--- src/rtl/pixel_pack_hw.sv ---
// pixel_pack_hw: Avalon-MM slave that converts RGB888 pixels to RGB565.
// Pixels written to DATA pass through an input FIFO, a conversion register
// and a packer into an output FIFO, which software drains by reading DATA.
// With PACK=1 two pixels share one 32-bit word ({second, first}).
// Optional build macro: PIXEL_PACK_ROUND_EN selects round-to-nearest with
// saturation instead of plain truncation.
module pixel_pack_hw #(
  parameter int IN_DEPTH  = 16,
  parameter int OUT_DEPTH = 8,
  parameter int PACK      = 1
) (
  input  logic        clk,
  input  logic        reset_n,
  input  logic        chipselect,
  input  logic [1:0]  address,
  input  logic        write,
  input  logic [31:0] writedata,
  input  logic        read,
  output logic [31:0] readdata
);

  localparam int IAW = $clog2(IN_DEPTH);
  localparam int ICW = $clog2(IN_DEPTH + 1);
  localparam int OAW = $clog2(OUT_DEPTH);
  localparam int OCW = $clog2(OUT_DEPTH + 1);

  typedef enum logic [1:0] {
    A_DATA   = 2'd0,
    A_STATUS = 2'd1,
    A_CTRL   = 2'd2,
    A_RSVD   = 2'd3
  } addr_e;

  // RGB888 -> RGB565, with optional R/B source swap and optional rounding.
  function automatic logic [15:0] conv(input logic [23:0] px, input logic swap);
    logic [7:0] r, g, b;
    logic [4:0] r5, b5;
    logic [5:0] g6;
`ifdef PIXEL_PACK_ROUND_EN
    logic [8:0] rs, gs, bs;
`else
    logic       unused_lsb;
`endif
    r = swap ? px[23:16] : px[7:0];
    g = px[15:8];
    b = swap ? px[7:0] : px[23:16];
`ifdef PIXEL_PACK_ROUND_EN
    rs = {1'b0, r} + 9'd4;
    gs = {1'b0, g} + 9'd2;
    bs = {1'b0, b} + 9'd4;
    // A carry into bit 8 means the rounded value exceeds the field: saturate.
    r5 = rs[8] ? 5'd31 : rs[7:3];
    g6 = gs[8] ? 6'd63 : gs[7:2];
    b5 = bs[8] ? 5'd31 : bs[7:3];
`else
    r5 = r[7:3];
    g6 = g[7:2];
    b5 = b[7:3];
    unused_lsb = ^{r[2:0], g[1:0], b[2:0]};
`endif
    return {r5, g6, b5};
  endfunction

  // ---------------------------------------------------------------------
  // Bus decode. A simultaneous write and read is treated as a write only.
  // ---------------------------------------------------------------------
  logic bus_wr, bus_rd;
  logic data_wr, ctrl_wr, data_rd;
  logic unused_wd;

  assign bus_wr    = chipselect & write;
  assign bus_rd    = chipselect & read & ~write;
  assign data_wr   = bus_wr & (address == A_DATA);
  assign ctrl_wr   = bus_wr & (address == A_CTRL);
  assign data_rd   = bus_rd & (address == A_DATA);
  assign unused_wd = ^writedata[31:24];

  // ---------------------------------------------------------------------
  // State
  // ---------------------------------------------------------------------
  logic [23:0]    in_mem [IN_DEPTH];
  logic [IAW-1:0] in_wr_ptr, in_rd_ptr;
  logic [ICW-1:0] in_count;

  logic           cv_valid;
  logic [15:0]    cv_data;

  logic           half_valid;
  logic [15:0]    half_data;

  logic [31:0]    out_mem [OUT_DEPTH];
  logic [OAW-1:0] out_wr_ptr, out_rd_ptr;
  logic [OCW-1:0] out_count;

  logic           swap_rb, flush_pending, overflow, underflow;

  // ---------------------------------------------------------------------
  // Pipeline handshakes
  // ---------------------------------------------------------------------
  logic        in_full, in_empty, out_full, out_empty;
  logic        in_push, in_pop, ovf_evt;
  logic        pk_accept, cv_adv, pk_push;
  logic        flush_go, fl_push, flush_done;
  logic        out_push, out_pop, unf_evt;
  logic [31:0] out_word;

  assign in_full   = (in_count == ICW'(IN_DEPTH));
  assign in_empty  = (in_count == '0);
  assign out_full  = (out_count == OCW'(OUT_DEPTH));
  assign out_empty = (out_count == '0);

  // A write while full is dropped even if the FIFO pops in the same cycle.
  assign in_push = data_wr & ~in_full;
  assign ovf_evt = data_wr & in_full;

  // The packer can always take a first half; a completed word needs room.
  assign pk_accept = ((PACK != 0) && !half_valid) || !out_full;
  assign cv_adv    = cv_valid & pk_accept;
  assign in_pop    = ~in_empty & (~cv_valid | cv_adv);
  assign pk_push   = cv_adv & ((PACK == 0) || half_valid);

  assign flush_go   = flush_pending & in_empty & ~cv_valid;
  assign fl_push    = flush_go & (PACK != 0) & half_valid & ~out_full;
  assign flush_done = flush_go & ((PACK == 0) || !half_valid || !out_full);

  assign out_push = pk_push | fl_push;
  assign out_pop  = data_rd & ~out_empty;
  assign unf_evt  = data_rd & out_empty;

  // Word presented to the output FIFO: flushed half, packed pair, or single.
  always_comb begin
    // NOTE: assigning a default first keeps every path covered, so no latch is inferred.
    out_word = {16'h0000, cv_data};
    if (fl_push)
      out_word = {16'h0000, half_data};
    else if (PACK != 0)
      out_word = {cv_data, half_data};
  end

  // Input FIFO storage.
  // NOTE: the storage arrays are left out of reset; the pointers and counts
  // define which entries are valid, and skipping reset keeps them plain RAM.
  always_ff @(posedge clk) begin
    if (in_push)
      in_mem[in_wr_ptr] <= writedata[23:0];
  end

  // Input FIFO pointers and occupancy.
  // NOTE: sequential state is updated with non-blocking assignments so every
  // register samples pre-edge values regardless of block ordering.
  always_ff @(posedge clk or negedge reset_n) begin
    if (!reset_n) begin
      in_wr_ptr <= '0;
      in_rd_ptr <= '0;
      in_count  <= '0;
    end else begin
      if (in_push) in_wr_ptr <= in_wr_ptr + 1'b1;
      if (in_pop)  in_rd_ptr <= in_rd_ptr + 1'b1;
      in_count <= in_count + ICW'(in_push) - ICW'(in_pop);
    end
  end

  // Stage 2: convert the FIFO head into the conversion register.
  always_ff @(posedge clk or negedge reset_n) begin
    if (!reset_n) begin
      cv_valid <= 1'b0;
      cv_data  <= '0;
    end else if (in_pop) begin
      cv_valid <= 1'b1;
      cv_data  <= conv(in_mem[in_rd_ptr], swap_rb);
    end else if (cv_adv) begin
      cv_valid <= 1'b0;
    end
  end

  // Stage 3: hold the first pixel of a pair until its partner arrives.
  always_ff @(posedge clk or negedge reset_n) begin
    if (!reset_n) begin
      half_valid <= 1'b0;
      half_data  <= '0;
    end else if (cv_adv && (PACK != 0)) begin
      if (!half_valid) begin
        half_data  <= cv_data;
        half_valid <= 1'b1;
      end else begin
        half_valid <= 1'b0;
      end
    end else if (fl_push) begin
      half_valid <= 1'b0;
    end
  end

  // Output FIFO storage.
  always_ff @(posedge clk) begin
    if (out_push)
      out_mem[out_wr_ptr] <= out_word;
  end

  // Output FIFO pointers and occupancy.
  always_ff @(posedge clk or negedge reset_n) begin
    if (!reset_n) begin
      out_wr_ptr <= '0;
      out_rd_ptr <= '0;
      out_count  <= '0;
    end else begin
      if (out_push) out_wr_ptr <= out_wr_ptr + 1'b1;
      if (out_pop)  out_rd_ptr <= out_rd_ptr + 1'b1;
      out_count <= out_count + OCW'(out_push) - OCW'(out_pop);
    end
  end

  // Control register and sticky flags; a new event beats a clear.
  always_ff @(posedge clk or negedge reset_n) begin
    if (!reset_n) begin
      swap_rb       <= 1'b0;
      flush_pending <= 1'b0;
      overflow      <= 1'b0;
      underflow     <= 1'b0;
    end else begin
      if (ctrl_wr)
        swap_rb <= writedata[1];

      if (ctrl_wr && writedata[0])
        flush_pending <= 1'b1;
      else if (flush_done)
        flush_pending <= 1'b0;

      if (ovf_evt)
        overflow <= 1'b1;
      else if (ctrl_wr && writedata[2])
        overflow <= 1'b0;

      if (unf_evt)
        underflow <= 1'b1;
      else if (ctrl_wr && writedata[2])
        underflow <= 1'b0;
    end
  end

  // STATUS word assembly.
  logic [31:0] status;
  always_comb begin
    status        = '0;
    status[0]     = in_full;
    status[1]     = out_empty;
    status[2]     = overflow;
    status[3]     = underflow;
    status[4]     = flush_pending;
    status[5]     = half_valid;
    status[15:8]  = 8'(in_count);
    status[23:16] = 8'(out_count);
  end

  // Registered read data, held between reads.
  always_ff @(posedge clk or negedge reset_n) begin
    if (!reset_n) begin
      readdata <= '0;
    end else if (bus_rd) begin
      case (address)
        A_DATA:   readdata <= out_empty ? 32'h0 : out_mem[out_rd_ptr];
        A_STATUS: readdata <= status;
        default:  readdata <= 32'h0;
      endcase
    end
  end

endmodule

--- config.mk ---
export PLATFORM = sky130hd
export DESIGN_NAME = pixel_pack_hw
export DESIGN_NICKNAME = d
export VERILOG_FILES = /design/src/rtl/pixel_pack_hw.sv
export SDC_FILE = /design/constraint.sdc
export NUM_CORES = 1
export LEC_CHECK = 0
export ABC_AREA = 1
export BUFFER_PORTS_ARGS = -buffer_cell sky130_fd_sc_hd__buf_4
export CELL_PAD_IN_SITES_DETAIL_PLACEMENT = 0
export CELL_PAD_IN_SITES_GLOBAL_PLACEMENT = 1
export CORE_AREA = 8 8 221 223
export CTS_CLUSTER_DIAMETER = 60
export DETAILED_ROUTE_END_ITERATION = 8
export DIE_AREA = 0 0 229 231
export PLACE_DENSITY = 0.9
export SYNTH_ARGS = -nofsm -noshare
export SYNTH_HDL_FRONTEND = slang
export SYNTH_SLANG_ARGS = --single-unit
--- constraint.sdc ---
create_clock -name clk -period 6.3 [get_ports clk]
set_clock_uncertainty 0.05 [all_clocks]
set_input_delay 0.63 -clock clk [delete_from_list [all_inputs] [get_ports clk]]
set_output_delay 0.63 -clock clk [all_outputs]
set_load 0.01 [all_outputs]
* Yosys cells after proc, flatten, opt, wreduce, memory -nomap -nowiden
Memories as Yosys holds them, arrays and structs flattened.
Cells that the tools add are included.
** Cells by class
- Mux-type cells :: 19
- Add/sub/neg operators :: 8
- Bitwise logic cells :: 27
- Eq/ne operators :: 4
- Reduce and logical (&&, ||, !) cells :: 14
** Operator list (number)
- $mux W32 :: 2
- $pmux W32 S2 :: 1
- $and A1 B1 Y1 :: 18
- $mux W8 :: 2
- $mux W1 :: 14
- $reduce_bool A2 Y1 :: 5
- $add A4 B1 Y4 const B :: 2
- $not A1 Y1 :: 7
- $add A3 B1 Y3 const B :: 2
- $add A5 B1 Y5 :: 1
- $eq A5 B5 Y1 const B :: 1
- $logic_not A5 Y1 :: 1
- $sub A5 B1 Y5 :: 1
- $add A4 B1 Y4 :: 1
- $eq A4 B4 Y1 const B :: 1
- $logic_not A4 Y1 :: 1
- $sub A4 B1 Y4 :: 1
- $eq A2 B1 Y1 const B :: 1
- $eq A2 B2 Y1 const B :: 1
- $logic_and A1 B1 Y1 :: 2
- $logic_not A1 Y1 :: 2
- $logic_not A2 Y1 :: 1
- $or A1 B1 Y1 :: 2
- $reduce_and A2 Y1 :: 1
- $logic_or A1 B1 Y1 :: 1
** Word-level totals
- Memories kept :: 2
- Flip-flop bits (word level) :: 93
- Bits in writable memories :: 640
** Memories
- in_mem :: depth 16, width 24, rd ports 1, clocked after Yosys merged registers in 0, write ports 1, RTL line 81 : logic [23:0] in_mem [IN_DEPTH];
- out_mem :: depth 8, width 32, rd ports 1, clocked after Yosys merged registers in 0, write ports 1, RTL line 91 : logic [31:0] out_mem [OUT_DEPTH];

* Depth between registers and ports, before layout
Gate-level depths: netlist of the first run.
- Word-level depth :: 8
- Gate-level depth with buffers :: 15

* Least setup slack after synthesis of the first run
Ideal clock, no wire load.
- Path kind :: reg2reg
- From :: register in_count[3]
- To :: memory out_mem[1][0], enable pin
- Setup time :: 0.461 ns
- Setup slack :: 2.341 ns
- Cell stages (with the launch flop) :: 9
- Buffers on the path :: 0
- Arrival time :: 3.448 ns
- Path through :: dfrtp_1 inv_1 ha_1 nand2_1 nor2_2 nand4_1 a21boi_2 inv_1 nor3_1
** Between the ends
- Cells in the longest elaborated chain, start to end :: 8
** Ends and longest elaborated chain
- start, declared :: RTL line 83 : logic [ICW-1:0] in_count;
- start signal, assigned :: RTL line 159 : in_count <= in_count + ICW'(in_push) - ICW'(in_pop);
- $logic_not A5 Y1 :: RTL line 108 : assign in_empty = (in_count == '0);
- $and A1 B1 Y1 (2 in a row) :: RTL line 122 : assign flush_go = flush_pending & in_empty & ~cv_valid;
- $and A1 B1 Y1 (2 in a row) :: RTL line 123 : assign fl_push = flush_go & (PACK != 0) & half_valid & ~out_full;
- $or A1 B1 Y1 :: RTL line 126 : assign out_push = pk_push | fl_push;
- $mux W1 :: RTL line 195 : if (out_push)
- $mux W1 (not written as such) :: RTL line 196 : out_mem[out_wr_ptr] <= out_word;
- end, declared :: RTL line 91
Every way passes these cells.

* Worst setup path in the final report of the first run
- From :: register out_count[2]
- To :: register in_count[4]
** Between the ends
- Cells in the longest elaborated chain, start to end :: 7
** Ends and longest elaborated chain
- start, declared :: RTL line 93 : logic [OCW-1:0] out_count;
- start signal, assigned :: RTL line 208 : out_count <= out_count + OCW'(out_push) - OCW'(out_pop);
- $eq A4 B4 Y1 :: RTL line 109 : assign out_full = (out_count == OCW'(OUT_DEPTH));
- $logic_not A1 Y1 :: RTL line 117 : assign pk_accept = ((PACK != 0) && !half_valid) || !out_full;
- $logic_or A1 B1 Y1 :: RTL line 117
- $and A1 B1 Y1 :: RTL line 118 : assign cv_adv = cv_valid & pk_accept;
- $or A1 B1 Y1 :: RTL line 119 : assign in_pop = ~in_empty & (~cv_valid | cv_adv);
- $and A1 B1 Y1 :: RTL line 119
- $sub A5 B1 Y5 :: RTL line 159
Every way passes these cells.
A chain may end at the register's enable or synchronous reset.

==> results of run 1 <==
[cells in the final DEF, fill, tap and decap left out, drive strengths merged]
master    Yosys  routed
clkinvlp      0       1
diode         0       1
dfrtp        93      93
bufinv        0       1
xor2         12      12
a21boi        1       1
xnor2         3       3
fa            2       2
o22ai         8       8
nand3       172     172
a21oi        17      17
nor2        280     280
a32o          1       1
edfxtp      512     512
nand2       404     404
o221ai       26      26
o21ai       216     216
nand4         3       3
nor3          5       5
a22o          1       1
inv         152     151
buf          76      95
ha           19      19
o211ai       54      54
clkbuf       41      95
clkinv        1      17
[worst min path at each step]
stage	endpoint	slack, ns	cells after the start
final	half_data[7]$_DFFE_PN0P_	0.04	1
after global routing	readdata[24]$_DFFE_PN0N_	0.08	1
after CTS	half_data[7]$_DFFE_PN0P_	0.05	1
after detailed placement	readdata[24]$_DFFE_PN0N_	0.42	2
after global placement	readdata[24]$_DFFE_PN0N_	0.41	2
after floorplan	cv_data[0]$_DFFE_PN0P_	0.28	0
[layout make-up]
type,instances,area (um2)
flip-flops and latches,605,17700
fillers,3440,17600
multi-input cells,1224,5830
clock buffers,95,1760
well taps,600,751
repair buffers,95,713
inverters,153,578
clock inverters,17,176
diodes,1,2.50
[power breakdown]
group	total, mW	switching, mW	internal, mW	leakage [nW]
registers	5.72	0.444	5.28	5.76
logic	3.82	2.70	1.12	3.79
clock network	3.45	1.48	1.97	0.944
total	13.0	4.63	8.37	10.5
[through the flow]
step           cell area [um2]  std cells
5_1_grt                  27500       2789
3_5_place_dp             25600       2677
2_1_floorplan            24700       2099
4_1_cts                  27500       2789
3_3_place_gp             25600       2677
6_report                 27500       2790
[worst max-delay path, delay by kind of cell (launching register included)]
| family | cells | cell delay (ns) |
|---|---|---|
| XOR/XNOR | 1 | 0.20 |
| flip-flops | 1 | 0.36 |
| AO/OA/AOI/OAI | 1 | 0.27 |
| buffers and inverters | 4 | 0.47 |
| AND/OR/NAND/NOR | 4 | 0.57 |
| adder cells (fa/ha/maj) | 4 | 1.11 |
[registers in the layout, indices dropped and copies added, names as in the netlist, 3 cells and up]
register,cells
out_wr_ptr,3
out_mem,256
in_count,5
in_mem,256
cv_data,16
readdata,32
in_rd_ptr,4
half_data,16
out_count,4
in_wr_ptr,4
out_rd_ptr,3
[metal layers]
metal	track usage [%]	vias up	routed length, um
li1	-	7339	-
met1	26.3	7839	22300
met2	36.3	573	28200
met3	3.00	134	3720
met4	9.44	0	2100
met5	0	-	0
[logic make-up (layout without fill, tap and decap cells)]
| group | Yosys count | in the layout | synth area share [%] |
|---|---|---|---|
| and+or+nand+nor | 864 | 864 | 14.2 |
| DFF | 605 | 605 | 71.8 |
| AOI/OAI and AO/OA | 324 | 324 | 7.62 |
| buffers and inverters | 270 | 360 | 4.77 |
| adders and majority gates | 21 | 21 | 1.13 |
| xor gates and xnor gates | 15 | 15 | 0.533 |
| other | 0 | 1 | 0 |
==> reports/qor.log, run 1 <==
INFO  critical_path  critical_path.slowest_cell=sky130_fd_sc_hd__fa_1
INFO  sta            grt_setup_unrepaired=false
INFO  clock_network  numClockSinks=605
INFO  sta            timing.fmax=319MHz
INFO  floorplanning  starting_density_of_the_core=54.7%
INFO  clock_network  cts.root.buffer_cell=sky130_fd_sc_hd__clkbuf_16
INFO  final_layout   nNetsFinal=2198
INFO  critical_path  worst_setup_path_end_kind=register
INFO  critical_path  worst_ep_arrival_time=3.62ns
INFO  critical_path  critPathLaunchType=register
INFO  logic_synthesis synthArstFlopShare=15.4%
INFO  sta            timing.setup.tns=0ns
INFO  sta            timing.final.ws_setup=3.17ns
INFO  critical_path  timing_worst_setup_path_type=reg -> reg
INFO  critical_path  crit_path_cell_trace=inv_1 -> ha_1 -> nand2_1 -> nor2_1 -> nand2_1 -> nand2_4 -> inv_2 -> ha_1 -> inv_1 -> ha_1 -> inv_1 -> fa_1 -> o21ai_0 -> xor2_1
INFO  clock_network  htree_levels=2
INFO  placement      hpwlAfterDp=30.5mm
INFO  critical_path  cp-startpoint=out_count[2]$_DFF_PN0_
INFO  flow_run       max-cap-violations=0
INFO  drt            drt-wirelength-per-cell=20.2um
INFO  logic_synthesis synth_cell_type_count=32
INFO  drt            routed-via-count=15900
INFO  power_and_ir_drop power_density=472mW/mm2
INFO  floorplanning  core_region_area=0.0451mm2
INFO  sta            min_period_over_period=49.7%
INFO  floorplanning  die_area=0.0529mm2
INFO  placement      io_buffers=57
INFO  logic_synthesis yosys.cell_count.top_type=sky130_fd_sc_hd__edfxtp_1
INFO  sta            maxSlewViolCount=0
INFO  drt            detail-route-antenna-nets=0
INFO  grt            gr-total-overflow=0
INFO  sta            hold-worst-slack=0.0425ns
INFO  floorplanning  die_h=231um
INFO  clock_network  clk_transition_reported_paths=0.06ns
INFO  logic_synthesis netlist.area_leader.share=62.3%
INFO  logic_synthesis synth-seq-area-share=71.8%
INFO  critical_path  cp_data_required_time=6.79ns
INFO  clock_network  post-cts-setup-buffer-count=0
INFO  critical_path  r2r.worst_path.cells=14
INFO  logic_synthesis synthesis.yosys.warnings=0
INFO  clock_network  ctsHoldBuffers=0
INFO  sta            post-route-min-period=3.13ns
INFO  grt            grtUsageTotal=21.0%
INFO  clock_network  clockBufferDepth=3
INFO  grt            grt_max_degree=101
INFO  critical_path  rrSetupSlack=3.17ns
INFO  clock_network  cts_made_buffers=59
INFO  logic_synthesis count_of_flip_flops_with_a_built_in_enable_after_synthesis=512
INFO  floorplanning  rows=78
INFO  final_layout   layout-area-overhead-vs-synth=11.6%
INFO  critical_path  r2r_end=in_count[4]$_DFF_PN0_
INFO  critical_path  crit_path_max_incr_delay=0.43ns
INFO  run_status     status=finished clean
INFO  final_layout   utilization=61.1%
INFO  final_layout   drive_above_1_share=9.32%
INFO  drt            overall_routed_net_length=56.3mm
INFO  logic_synthesis yosys.area.top_type=sky130_fd_sc_hd__edfxtp_1
INFO  logic_synthesis post_synth_inst_count=2099
INFO  min_path       timing.hold.worst.class=in -> async
INFO  drt            drt-pass1-iter-count=5
INFO  grt            vias_in_the_first_global_route=15900
INFO  sta            worst_slew_margin_rel=20.3%
INFO  sta            hold_violations=0
INFO  logic_synthesis post_synthesis_instance_area=0.0247mm2
INFO  drt            post-route-drc-count=0
INFO  critical_path  timing.critical_path.fanout_max=21
INFO  logic_synthesis synth_fp_nets=2159
INFO  grt            grt_antenna_before_repair=1
INFO  power_and_ir_drop p_total=13.0mW
INFO  logic_synthesis synth_seq_cells=605
INFO  clock_network  cts_tree=built
INFO  floorplanning  top_level_ports=71
INFO  power_and_ir_drop power.ir.vdd_worst=0.000409V
INFO  placement      pre_cts_ws=2.76ns
INFO  clock_network  clock_latency=0.63ns
INFO  critical_path  worst_setup_path_endpoint=in_count[4]$_DFF_PN0_
INFO  logic_synthesis netlist_top_cells_count=sky130_fd_sc_hd__edfxtp_1 (512), sky130_fd_sc_hd__nand2_1 (403), sky130_fd_sc_hd__nor2_1 (276), sky130_fd_sc_hd__o21ai_0 (211), sky130_fd_sc_hd__nand3_1 (172)
INFO  grt            grt_pass1_wl=87.9mm
INFO  clock_network  cts-resized-gates=0
INFO  logic_synthesis synth-main-ff-cell=sky130_fd_sc_hd__edfxtp_1
INFO  drt            viasPerCell=5.69
INFO  placement      globalplace.congestion=0.784
INFO  floorplanning  floorplan.die.width=229um
INFO  drt            dr.first_iter.drc_count=1608
INFO  logic_synthesis synth_top_cells_by_area=sky130_fd_sc_hd__edfxtp_1 (62%), sky130_fd_sc_hd__dfrtp_1 (9.4%), sky130_fd_sc_hd__nand2_1 (6.1%)
INFO  critical_path  critical_path.reg2reg.startpoint=out_count[2]$_DFF_PN0_
INFO  sta            finalSetupViolations=0
INFO  sta            max_slew.worst_pin.slew=1.19ns
INFO  power_and_ir_drop power.static_leakage=10.5nW
INFO  logic_synthesis syn_avg_cell_area=11.7um2
(Power assumes the default switching activity.)
==> inputs of run 2 (changes only) <==
--- a/config.mk
+++ b/config.mk
@@ -9,11 +9,11 @@
 export BUFFER_PORTS_ARGS = -buffer_cell sky130_fd_sc_hd__buf_4
 export CELL_PAD_IN_SITES_DETAIL_PLACEMENT = 0
 export CELL_PAD_IN_SITES_GLOBAL_PLACEMENT = 1
-export CORE_AREA = 8 8 221 223
+export CORE_AREA = 8 8 241 243
 export CTS_CLUSTER_DIAMETER = 60
 export DETAILED_ROUTE_END_ITERATION = 8
-export DIE_AREA = 0 0 229 231
-export PLACE_DENSITY = 0.9
+export DIE_AREA = 0 0 249 251
+export PLACE_DENSITY = 0.81
 export SYNTH_ARGS = -nofsm -noshare
 export SYNTH_HDL_FRONTEND = slang
 export SYNTH_SLANG_ARGS = --single-unit
==> constraint.sdc (replaced) <==
create_clock -name clk -period 2.7 [get_ports clk]
set_clock_uncertainty 0.05 [all_clocks]
set_input_delay 0.27 -clock clk [delete_from_list [all_inputs] [get_ports clk]]
set_output_delay 0.27 -clock clk [all_outputs]
set_load 0.01 [all_outputs]
==> run 2 against run 1 <==
Compared with the run above:
- sequential share of layout area is 2.5 points lower
- critical endpoint is now out_count[2]$_DFF_PN0_
- highest routed layer unchanged
- core utilization shrank 8.4 points
- count of clock-buffer cells in the layout is 20 lower
- largest cell class unchanged
- clock power grew to 2.5 times the previous value
- setup slack got worse by 2.9 ns
==> reports/qor.log, run 2 (synthesis gave the netlist of run 1 again) <==
INFO  run_status     status=finished clean
INFO  sta            timing.fmax=404MHz
INFO  drt            dr.first_iter.drc_count=1482
INFO  final_layout   nFillCells=4535
INFO  final_layout   layout-area-overhead-vs-synth=16.1%
INFO  clock_network  clock_latency=0.63ns
INFO  clock_network  cts.root.buffer_cell=sky130_fd_sc_hd__clkbuf_16
INFO  critical_path  critPathLaunchType=register
INFO  clock_network  post-cts-setup-buffer-count=0
INFO  placement      hpwlAfterDp=33.5mm
INFO  critical_path  timing_worst_setup_path_type=reg -> reg
INFO  flow_run       max-cap-violations=0
INFO  grt            vias_in_the_first_global_route=15600
INFO  sta            maxSlewViolCount=0
INFO  critical_path  cp_data_required_time=3.15ns
INFO  drt            routed-via-count=15900
INFO  final_layout   drive_above_1_share=11.5%
INFO  critical_path  worst_setup_path_end_kind=register
INFO  critical_path  crit_path_max_incr_delay=0.41ns
INFO  min_path       timing.hold.worst.class=in -> async
INFO  final_layout   mostFrequentLayoutCell=sky130_fd_sc_hd__edfxtp_1
INFO  final_layout   multi_input_logic_area=0.00590mm2
INFO  final_layout   ff_latch_area=0.0177mm2
INFO  floorplanning  top_level_ports=71
INFO  clock_network  numClockSinks=605
INFO  clock_network  clk_transition_reported_paths=0.06ns
INFO  floorplanning  starting_density_of_the_core=45.4%
INFO  critical_path  crit_path_cell_trace=inv_1 -> ha_1 -> nand2_1 -> nor2_2 -> nand4_1 -> a21boi_2 -> inv_1 -> ha_1 -> inv_1 -> ha_1 -> fa_1 -> xor2_1
INFO  floorplanning  floorplan.die.width=249um
INFO  sta            min_period_over_period=91.6%
INFO  floorplanning  rows=86
INFO  grt            grtUsageTotal=18.5%
INFO  final_layout   antenna_cell_count=0
INFO  clock_network  htree_levels=2
INFO  floorplanning  core_region_area=0.0543mm2
INFO  sta            worst_slew_margin_rel=48.7%
INFO  drt            overall_routed_net_length=58.5mm
INFO  critical_path  worst_ep_arrival_time=2.93ns
INFO  sta            grt_setup_unrepaired=false
INFO  clock_network  cts_tree=built
INFO  grt            gr-total-overflow=0
INFO  final_layout   layout_common_cells=sky130_fd_sc_hd__edfxtp_1 (512), sky130_fd_sc_hd__nand2_1 (403), sky130_fd_sc_hd__nor2_1 (256), sky130_fd_sc_hd__o21ai_0 (210), sky130_fd_sc_hd__nand3_1 (172)
INFO  power_and_ir_drop p_total=31.5mW
INFO  power_and_ir_drop power.static_leakage=10.9nW
INFO  drt            post-route-drc-count=0
INFO  clock_network  clockBufferDepth=3
INFO  sta            finalSetupViolations=0
INFO  drt            drt-wirelength-per-cell=19.9um
INFO  grt            grt_max_degree=134
INFO  final_layout   layout_top_registers=in_mem x256, out_mem x256, readdata x32
INFO  grt            grt_antenna_before_repair=0
INFO  placement      globalplace.congestion=0.766
INFO  critical_path  timing.critical_path.fanout_max=3
INFO  floorplanning  die_h=251um
INFO  grt            grt_pass1_wl=90.8mm
INFO  sta            post-route-min-period=2.47ns
INFO  critical_path  critical_path.slowest_cell=sky130_fd_sc_hd__fa_1
INFO  power_and_ir_drop power_density=1100mW/mm2
INFO  drt            viasPerCell=5.39
INFO  final_layout   utilization=52.7%
INFO  clock_network  cts_made_buffers=61
INFO  power_and_ir_drop power.ir.vdd_worst=0.00110V
INFO  sta            hold_violations=0
INFO  sta            max_slew.worst_pin.slew=0.769ns
INFO  floorplanning  die_area=0.0625mm2
INFO  final_layout   nNetsFinal=2247
INFO  placement      io_buffers=57
INFO  drt            detail-route-antenna-nets=0
INFO  drt            drt-pass1-iter-count=5
run 2: cell types whose count changed in the layout (fill, tap and decap cells not counted), sizes merged, moves of 5 or more:
cell,previous run,this run
buf,95,122
clkbuf,95,75
dlygate4sd3,0,20
clkinv,17,25
bufinv,1,8
inv,151,156
run 2: final timing paths:
path | startpoint | to | slack, ns | depth (start not counted)
min reg2reg | cv_data[12]$_DFFE_PN0P_ | cv_data[12]$_DFFE_PN0P_ | 0.43 | 2
min | reset_n | out_rd_ptr[1]$_DFFE_PN0P_ | 0.06 | 2
min in group clk | address[0] | flush_pending$_DFFE_PN0P_ | 0.06 | 5
max | in_count[2]$_DFF_PN0_ | out_count[2]$_DFF_PN0_ | 0.23 | 12
max in group asynchronous | reset_n | half_data[14]$_DFFE_PN0P_ | 1.79 | 3
max reg2reg | in_count[2]$_DFF_PN0_ | out_count[2]$_DFF_PN0_ | 0.23 | 12
run 2: power by group:
group	internal [mW]	switching (mW)	leakage, nW
Combinational	2.99	6.75	4.12
Clock	5.09	3.55	1.02
Sequential	12.3	0.839	5.76
Total	20.4	11.1	10.9
run 2: per-layer routing:
| metal | share of wire [%] | track usage [%] | vias up |
|---|---|---|---|
| met5 | 0 | 0 | - |
| met4 | 2.2 | 5.43 | 0 |
| met3 | 6.4 | 3.17 | 98 |
| met2 | 49 | 32.0 | 504 |
| met1 | 42 | 24.0 | 7811 |
| li1 | - | - | 7447 |
run 2: critical path: cells and delay by family (launching register included):
kind            cells  cell delay, ns
compound gates      1            0.18
xor+xnor            1            0.17
fa+ha+maj           4            1.03
buf+inv             3            0.22
flops               1            0.38
simple gates        3            0.34
run 2: per-stage QoR:
step	TNS, ns	setup slack (ns)	area (um2)	hold WS, ns	instances
global route	0	0.0468	28600	0.0464	2942
detailed placement	0	0.203	26400	0.163	2808
CTS	0	0.180	28600	0.0245	2942
global placement	0	0.190	26400	0.161	2808
floorplan	-81.71	-0.391	24700	-0.0756	2099
finish	0	0.227	28600	0.0573	2942
run 2: layout make-up:
class | instances | share of cell area (%)
Multi-Input combinational cell | 1224 | 20.6
Clock inverter | 39 | 1.52
Clock buffer | 75 | 5.72
Tap cell | 704 | 3.08
Inverter | 153 | 2.02
Sequential cell | 605 | 61.9
Timing Repair Buffer | 142 | 5.21
run 2: repair_timing:
action | 4_1_cts | 5_1_grt
hold buffers | 20 | 0
endpoints found under the hold margin | 353 | 0
gates resized for setup | 0 | 1
setup endpoints to repair | 0 | 1
